<file path="config.mk">
export PLATFORM = sky130hd
export DESIGN_NAME = crtc_mode_loader
export DESIGN_NICKNAME = d
export VERILOG_FILES = /design/src/rtl/crtc_mode_loader.sv
export SDC_FILE = /design/constraint.sdc
export NUM_CORES = 1
export LEC_CHECK = 0
export ABC_AREA = 1
export BUFFER_PORTS_ARGS = -buffer_cell sky130_fd_sc_hd__buf_4
export CAP_MARGIN = 20
export CORE_AREA = 2 2 50 70
export CTS_BUF_LIST = sky130_fd_sc_hd__clkbuf_16
export CTS_CLUSTER_SIZE = 28
export DETAILED_ROUTE_END_ITERATION = 6
export DIE_AREA = 0 0 52 72
export MAX_ROUTING_LAYER = met4
export PLACE_DENSITY = 0.69
export SLEW_MARGIN = 5
export SYNTH_ARGS = -nofsm -noshare
export SYNTH_HDL_FRONTEND = slang
export SYNTH_SLANG_ARGS = --single-unit
export TNS_END_PERCENT = 20
</file>
<file path="constraint.sdc">
create_clock -name CLOCK -period 1.62 [get_ports CLOCK]
set_input_delay 0.162 -clock CLOCK [delete_from_list [all_inputs] [get_ports CLOCK]]
set_output_delay 0.162 -clock CLOCK [all_outputs]
set_load 0.02 [all_outputs]
</file>
<file path="src/rtl/crtc_mode_loader.sv">
// Programs all 16 UM6845R registers from a two-entry preset table over the
// shared CRTC port, optionally aligned to VSYNC, then restores the CPU's address.
module crtc_mode_loader #(
  parameter bit WAIT_VSYNC   = 1'b1,
  parameter bit RESTORE_ADDR = 1'b1
) (
  input  logic       CLOCK,
  input  logic       nRESET,
  input  logic       load_req,
  input  logic       load_sel,
  input  logic       VSYNC,
  input  logic       cpu_en,
  input  logic       cpu_ncs,
  input  logic       cpu_rnw,
  input  logic       cpu_rs,
  input  logic [7:0] cpu_di,
  output logic       crtc_en,
  output logic       crtc_ncs,
  output logic       crtc_rnw,
  output logic       crtc_rs,
  output logic [7:0] crtc_di,
  output logic       busy,
  output logic       done,
  output logic       cpu_wait,
  output logic [2:0] o_dbg_state
);

  // Port handshake: a CRTC access happens in any cycle with en=1 and ncs=0;
  // rnw=0 makes it a write, rs selects address (0) or data (1) register.
  typedef enum logic [2:0] {
    S_IDLE    = 3'd0,
    S_WAIT_VS = 3'd1,
    S_SEL     = 3'd2,
    S_DATA    = 3'd3,
    S_RESTORE = 3'd4,
    S_DONE    = 3'd5
  } state_t;

  state_t     r_state;
  state_t     w_next;
  logic       r_sel;
  logic [3:0] r_idx;
  logic [4:0] r_shadow;
  logic       r_vsync_q;
  logic       r_busy;

  logic       w_cpu_access;
  logic       w_cpu_sel_wr;
  logic       w_loader_phase;
  logic       w_drive;
  logic       w_vs_rise;

  function automatic logic [7:0] preset_value(input logic sel, input logic [3:0] idx);
    logic [7:0] v;
    case (idx)
      4'd0:    v = 8'd63;
      4'd1:    v = sel ? 8'd48 : 8'd40;
      4'd2:    v = sel ? 8'd50 : 8'd46;
      4'd3:    v = 8'h8E;
      4'd4:    v = 8'd38;
      4'd6:    v = sel ? 8'd34 : 8'd25;
      4'd7:    v = sel ? 8'd35 : 8'd30;
      4'd9:    v = 8'd7;
      4'd12:   v = sel ? 8'h0C : 8'h30;
      default: v = 8'd0;
    endcase
    return v;
  endfunction

  assign w_cpu_access   = cpu_en & ~cpu_ncs;
  assign w_cpu_sel_wr   = cpu_en & ~cpu_ncs & ~cpu_rnw & ~cpu_rs;
  assign w_loader_phase = (r_state == S_SEL) || (r_state == S_DATA) || (r_state == S_RESTORE);
  // The CPU always wins a contended cycle; the loader simply retries.
  assign w_drive        = w_loader_phase & ~w_cpu_access;
  assign w_vs_rise      = VSYNC & ~r_vsync_q;

  always_ff @(posedge CLOCK or negedge nRESET) begin
    if (!nRESET) begin
      r_state   <= S_IDLE;
      r_sel     <= 1'b0;
      r_idx     <= 4'd0;
      r_shadow  <= 5'd0;
      r_vsync_q <= 1'b0;
      r_busy    <= 1'b0;
    end else begin
      r_state   <= w_next;
      r_vsync_q <= VSYNC;
      if (w_cpu_sel_wr) r_shadow <= cpu_di[4:0];
      if (r_state == S_IDLE && load_req) begin
        r_sel  <= load_sel;
        r_idx  <= 4'd0;
        r_busy <= 1'b1;
      end else if (r_state == S_DATA && w_drive && r_idx != 4'd15) begin
        r_idx <= r_idx + 4'd1;
      end
      if (r_state == S_DONE) r_busy <= 1'b0;
    end
  end

  always_comb begin
    w_next   = r_state;
    crtc_en  = cpu_en;
    crtc_ncs = cpu_ncs;
    crtc_rnw = cpu_rnw;
    crtc_rs  = cpu_rs;
    crtc_di  = cpu_di;
    if (w_drive) begin
      crtc_en  = 1'b1;
      crtc_ncs = 1'b0;
      crtc_rnw = 1'b0;
    end
    case (r_state)
      S_IDLE: if (load_req) w_next = WAIT_VSYNC ? S_WAIT_VS : S_SEL;
      S_WAIT_VS: if (w_vs_rise) w_next = S_SEL;
      S_SEL: if (w_drive) begin
        crtc_rs = 1'b0;
        crtc_di = {4'b0, r_idx};
        w_next  = S_DATA;
      end
      S_DATA: if (w_drive) begin
        crtc_rs = 1'b1;
        crtc_di = preset_value(r_sel, r_idx);
        if (r_idx == 4'd15) w_next = RESTORE_ADDR ? S_RESTORE : S_DONE;
        else                w_next = S_SEL;
      end
      S_RESTORE: if (w_drive) begin
        crtc_rs = 1'b0;
        crtc_di = {3'b0, r_shadow};
        w_next  = S_DONE;
      end
      S_DONE: w_next = S_IDLE;
      default: w_next = S_IDLE;
    endcase
  end

  assign busy        = r_busy;
  assign done        = (r_state == S_DONE);
  assign cpu_wait    = r_busy & (r_state != S_DONE);
  assign o_dbg_state = r_state;

endmodule

</file>
# --- Word level (Yosys, flattened, before mapping) ---
# Cells that the tools add are included.
word_totals:
  ff_bits: 15
  input_bits: 17
  output_inout_bits: 18
op_classes:
  n_addsub: 1
  n_eq_ne: 21
  mux: 27
  bitwise_logic: 11
  n_reduce_logical: 11
ops:
  columns: ["op", "count"]
  rows:
  - ["case mux 8 bit (9 select lines)", 1]
  - ["two-way mux 8 bit", 3]
  - ["case mux 8 bit (3 select lines)", 1]
  - ["two-way mux 3 bit", 6]
  - ["two-way mux 6 bit", 3]
  - ["case mux 3 bit (5 select lines)", 1]
  - ["equality test 4 x 3 -> 1 bit (second input constant)", 3]
  - ["equality test 4 bit (second input constant)", 3]
  - ["two-way mux 5 bit", 2]
  - ["inequality test 2 bit (second input constant)", 5]
  - ["equality test 4 x 2 -> 1 bit (second input constant)", 2]
  - ["two-way mux 4 bit", 2]
  - ["two-way mux 1 bit", 7]
  - ["AND 1 bit", 6]
  - ["equality test 3 x 2 -> 1 bit (second input constant)", 2]
  - ["equality test 3 bit (second input constant)", 2]
  - ["inverter 1 bit", 5]
  - ["AND reduction 5 bit", 1]
  - ["adder 4 x 1 -> 4 bit (second input constant)", 1]
  - ["equality test 4 x 1 -> 1 bit (second input constant)", 1]
  - ["zero test 4 bit", 1]
  - ["inequality test 4 bit (second input constant)", 1]
  - ["nonzero test 2 bit", 2]
  - ["equality test 3 x 1 -> 1 bit (second input constant)", 1]
  - ["6 further kinds", 9]

# --- Longest topological paths before layout ---
depth:
  depth_word: 8
  mapped_depth: 12
  depth_no_buf: 10

# --- Worst setup path before layout ---
# OpenSTA, ideal clock, no wires.
synth_timing:
  path_type: "reg2out"
  start: "reg r_idx[0]"
  end: "out crtc_di[2]"
  arrival_ps: 1549
  required_time_ps: 1458
  setup_slack_ps: -91
  stages_incl_launch_ff: 9
  cell_sequence: "dfrtp_1 -> inv_1 -> ha_1 -> nor2_1 -> nor2_1 -> nor2_1 -> nand3_2 -> nand3_1 -> a21oi_1"
synth_between:
  elab_chain_cells: 4
synth_rtl:
  columns: ["element", "line_no", "rtl"]
  rows:
  - ["start: declaration", "42", "logic [3:0] r_idx;"]
  - ["start signal: assignment", "94", "r_idx <= r_idx + 4'd1;"]
  - ["equality test 4 bit, or another cell as far along", "55", "case (idx)"]
  - ["case mux 8 bit (9 select lines) *", "55", null]
  - ["two-way mux 8 bit *", "120", "S_DATA: if (w_drive) begin"]
  - ["case mux 8 bit (3 select lines) *", "112", "case (r_state)"]
  - ["end: declaration", "21", "output logic [7:0] crtc_di,"]
# Every way passes the cells marked *; elsewhere a longest branch is shown, timed or not.

# --- Final worst setup path ---
# Ends and elaborated chain as after synthesis.

==> results_dict.tcl <==
set metrics [dict create \
    irDropWorstVdd_uv 1330 \
    utilization_pct 69.9 \
    wirelength_um 4260 \
    max_freq_mhz 523 \
    min_from "VSYNC" \
    hold_viol 0 \
    cp_max_fo 5 \
    place_congestion 0.906 \
    dpl_cell_area_mm2 0.00182 \
    slew_viol_final 0 \
    violations "negative setup slack" \
    ant_nets 0 \
    yosysTopAreaCell "dfrtp_1" \
    core_area_mm2 0.00309 \
    syn_inst 197 \
    rsz0062_at_grt "yes" \
    critPathRequiredTime_ns 1.46 \
    cts_root_buf "clkbuf_16" \
    rows 24 \
    cts_tree "done" \
    final_cell_mix "buf_4, nand2_1, nor2_1" \
    synth_flop_cell "dfrtp_1" \
    cp_data_arrival_time_ns 1.75 \
    hp-class "in -> reg" \
    hold_end "r_vsync_q" \
    area_delta_synth_final_pct 61.3 \
    synth_nets 218 \
    power.density_mw_per_mm2 2030 \
    route.vias.total 1594 \
    cts.sinks 15 \
    fp.dieH_um 72 \
    clk_path_buf_depth 2 \
    hpwl_um 2990 \
    regArea_um2 382 \
    drt_first_pass_iters 5 \
    route.met2.wl_um 2340 \
    min_period_ns 1.91 \
    clk_pin_slew_ns 0.05 \
    io_buffer_count 34 \
    insertion_delay_ns 0.25 \
    drc 0 \
    antenna_cells 0 \
    crit_type "reg -> out" \
    period_share_pct 118 \
    synth_cell_types 28 \
    grt_pass1_wl_um 7070 \
    numCtsBuffers 3 \
    outcome "finished, violations left" \
    r2r_start "r_idx[1]" \
    setup_viol 9 \
    grt_usage_pct 25.6 \
    r2r_setup_slack_ns 0.08 \
    startpoint_type "flip-flop" \
    viasPerCell 5.33 \
    netlist_area_mm2 0.00134 \
    min_path_cells 1 \
    worst_pin_slew_ns 0.416 \
    end_kind "output pin" \
    grt_pass1_vias 1569 \
    drt-initial-drc-count 55 \
    fillers 249 \
    finClkSkew_ns 0.00179 \
    timing.max_cap.violations 0 \
    ios 35 \
    wl_met3_um 176 \
    reg2regPathDepth 6 \
    yosysSeqAreaShare_pct 28.0 \
    grt_max_degree 16 \
    synth_top_area_share_pct 28.0 \
    final_nets 282 \
    multiInputGateArea_mm2 0.00103 \
    die-area_mm2 0.00374 \
    p_leak_uw 0.00107 \
    ys_async_sr_fraction_pct 100 \
    fin_ws_ns -0.292 \
    synth_edf_count 0 \
    avgSynthCellArea_um2 6.81 \
    initial_core_util_pct 43.4 \
    grt_overflow 0 \
    max_slew_margin_pct 72.2 \
    top_layer_used "met4" \
    synthTopCellsByArea "dfrtp_1, nand2_1, nand3_1" \
    final_area_mm2 0.00216 \
    yosysWarnings 0 \
    worstReg2RegEnd "o_dbg_state[2]" \
    ys_ff_latch 15 \
    fp.dieW_um 52 \
    antenna_found_initial 0 \
    drive_above_1_share_pct 48.8 \
    avgRoutedWirePerCell_um 14.3 \
    htree_levels 1 \
    wl_met1_um 1580 \
    final_common_cell "buf_4" \
]
-- where the power goes --
group	total [uW]	switching (uW)	internal, uW
clock	488	160	328
sequential	727	225	502
combinational	3180	1780	1400
total	4400	2170	2230
-- synth_stat cells, drive strengths merged (2+ instances only) --
cell / instances
a21oi: 11
buf: 4
dfrtp: 15
ha: 4
inv: 25
mux2: 4
nand2: 48
nand3: 28
nand3b: 2
nand4: 4
nor2: 31
nor3: 3
o21ai: 11
o22ai: 2
or2: 2
-- worst max path at each step --
stage                              start          to  slack [ns]  cells after the start
after global placement          r_idx[0]  crtc_di[2]       -0.09                      9
final                           r_idx[0]  crtc_di[2]       -0.29                      9
after global routing            r_idx[0]  crtc_di[2]       -0.37                      9
after detailed placement        r_idx[0]  crtc_di[2]       -0.10                      9
after CTS                       r_idx[0]  crtc_di[2]       -0.25                      9
after floorplan           o_dbg_state[0]    cpu_wait       -0.09                      4
-- layer usage --
metal  GRT usage, %  vias up
met1           28.0      746
met4           14.3        0
met5              -        -
met3           2.06       19
li1               -      769
met2           44.4       60
-- kinds of logic (layout without fill, tap and decap cells) --
logic type | count (synthesis) | in the layout | synth area share, %
AOI/OAI and AO/OA | 26 | 26 | 10.6
adders and majority gates | 4 | 4 | 3.73
and+or+nand+nor | 118 | 118 | 44.3
DFF | 15 | 15 | 28.0
muxes | 4 | 4 | 3.36
buffers and inverters | 30 | 93 | 9.98
-- area by class of cell --
cell class | instances | area share [%]
multi-input combinational | 152 | 47.5
timing repair buffer | 64 | 23.9
sequential | 15 | 17.6
inverter | 25 | 5.03
clock buffer | 3 | 3.47
tap | 39 | 2.26
clock inverter | 1 | 0.174
-- worst max-delay path, cell delays in order (launching register included) --
cell	delay, ns
dfrtp_2	0.47
inv_4	0.12
ha_4	0.19
nand3_4	0.11
nand2_4	0.10
nor2_4	0.04
nand3_4	0.12
nand3_2	0.09
a21oi_2	0.13
buf_6	0.13
-- state kept, by name, summed over array words and instances (netlist names) --
register and flops:
r_vsync_q 1, o_dbg_state 3, r_shadow 5, r_idx 4
r_sel 1, busy 1
-- through the flow --
step	cells	setup WS (ns)	TNS [ns]	power, uW	hold slack (ns)
finish	299	-0.292	-2.07	4400	0.0253
global route	299	-0.369	-2.91	4720	0.0269
CTS	298	-0.253	-2.02	4150	0.0219
detailed placement	292	-0.104	-0.488	3210	0.0399
global placement	292	-0.0924	-0.386	3190	0.0348
floorplan	197	-0.0900	-0.227	2240	-0.134
-- what timing repair did --
item | in CTS | in global routing
buffers inserted | 1 | 1
gates resized for setup | 42 | 22
setup endpoints to repair | 12 | 12
hold buffers | 1 | 0
cloned | 0 | 0
endpoints found under the hold margin | 15 | 0
pin swaps | 14 | 4
Power figures use the tool's default switching activity.
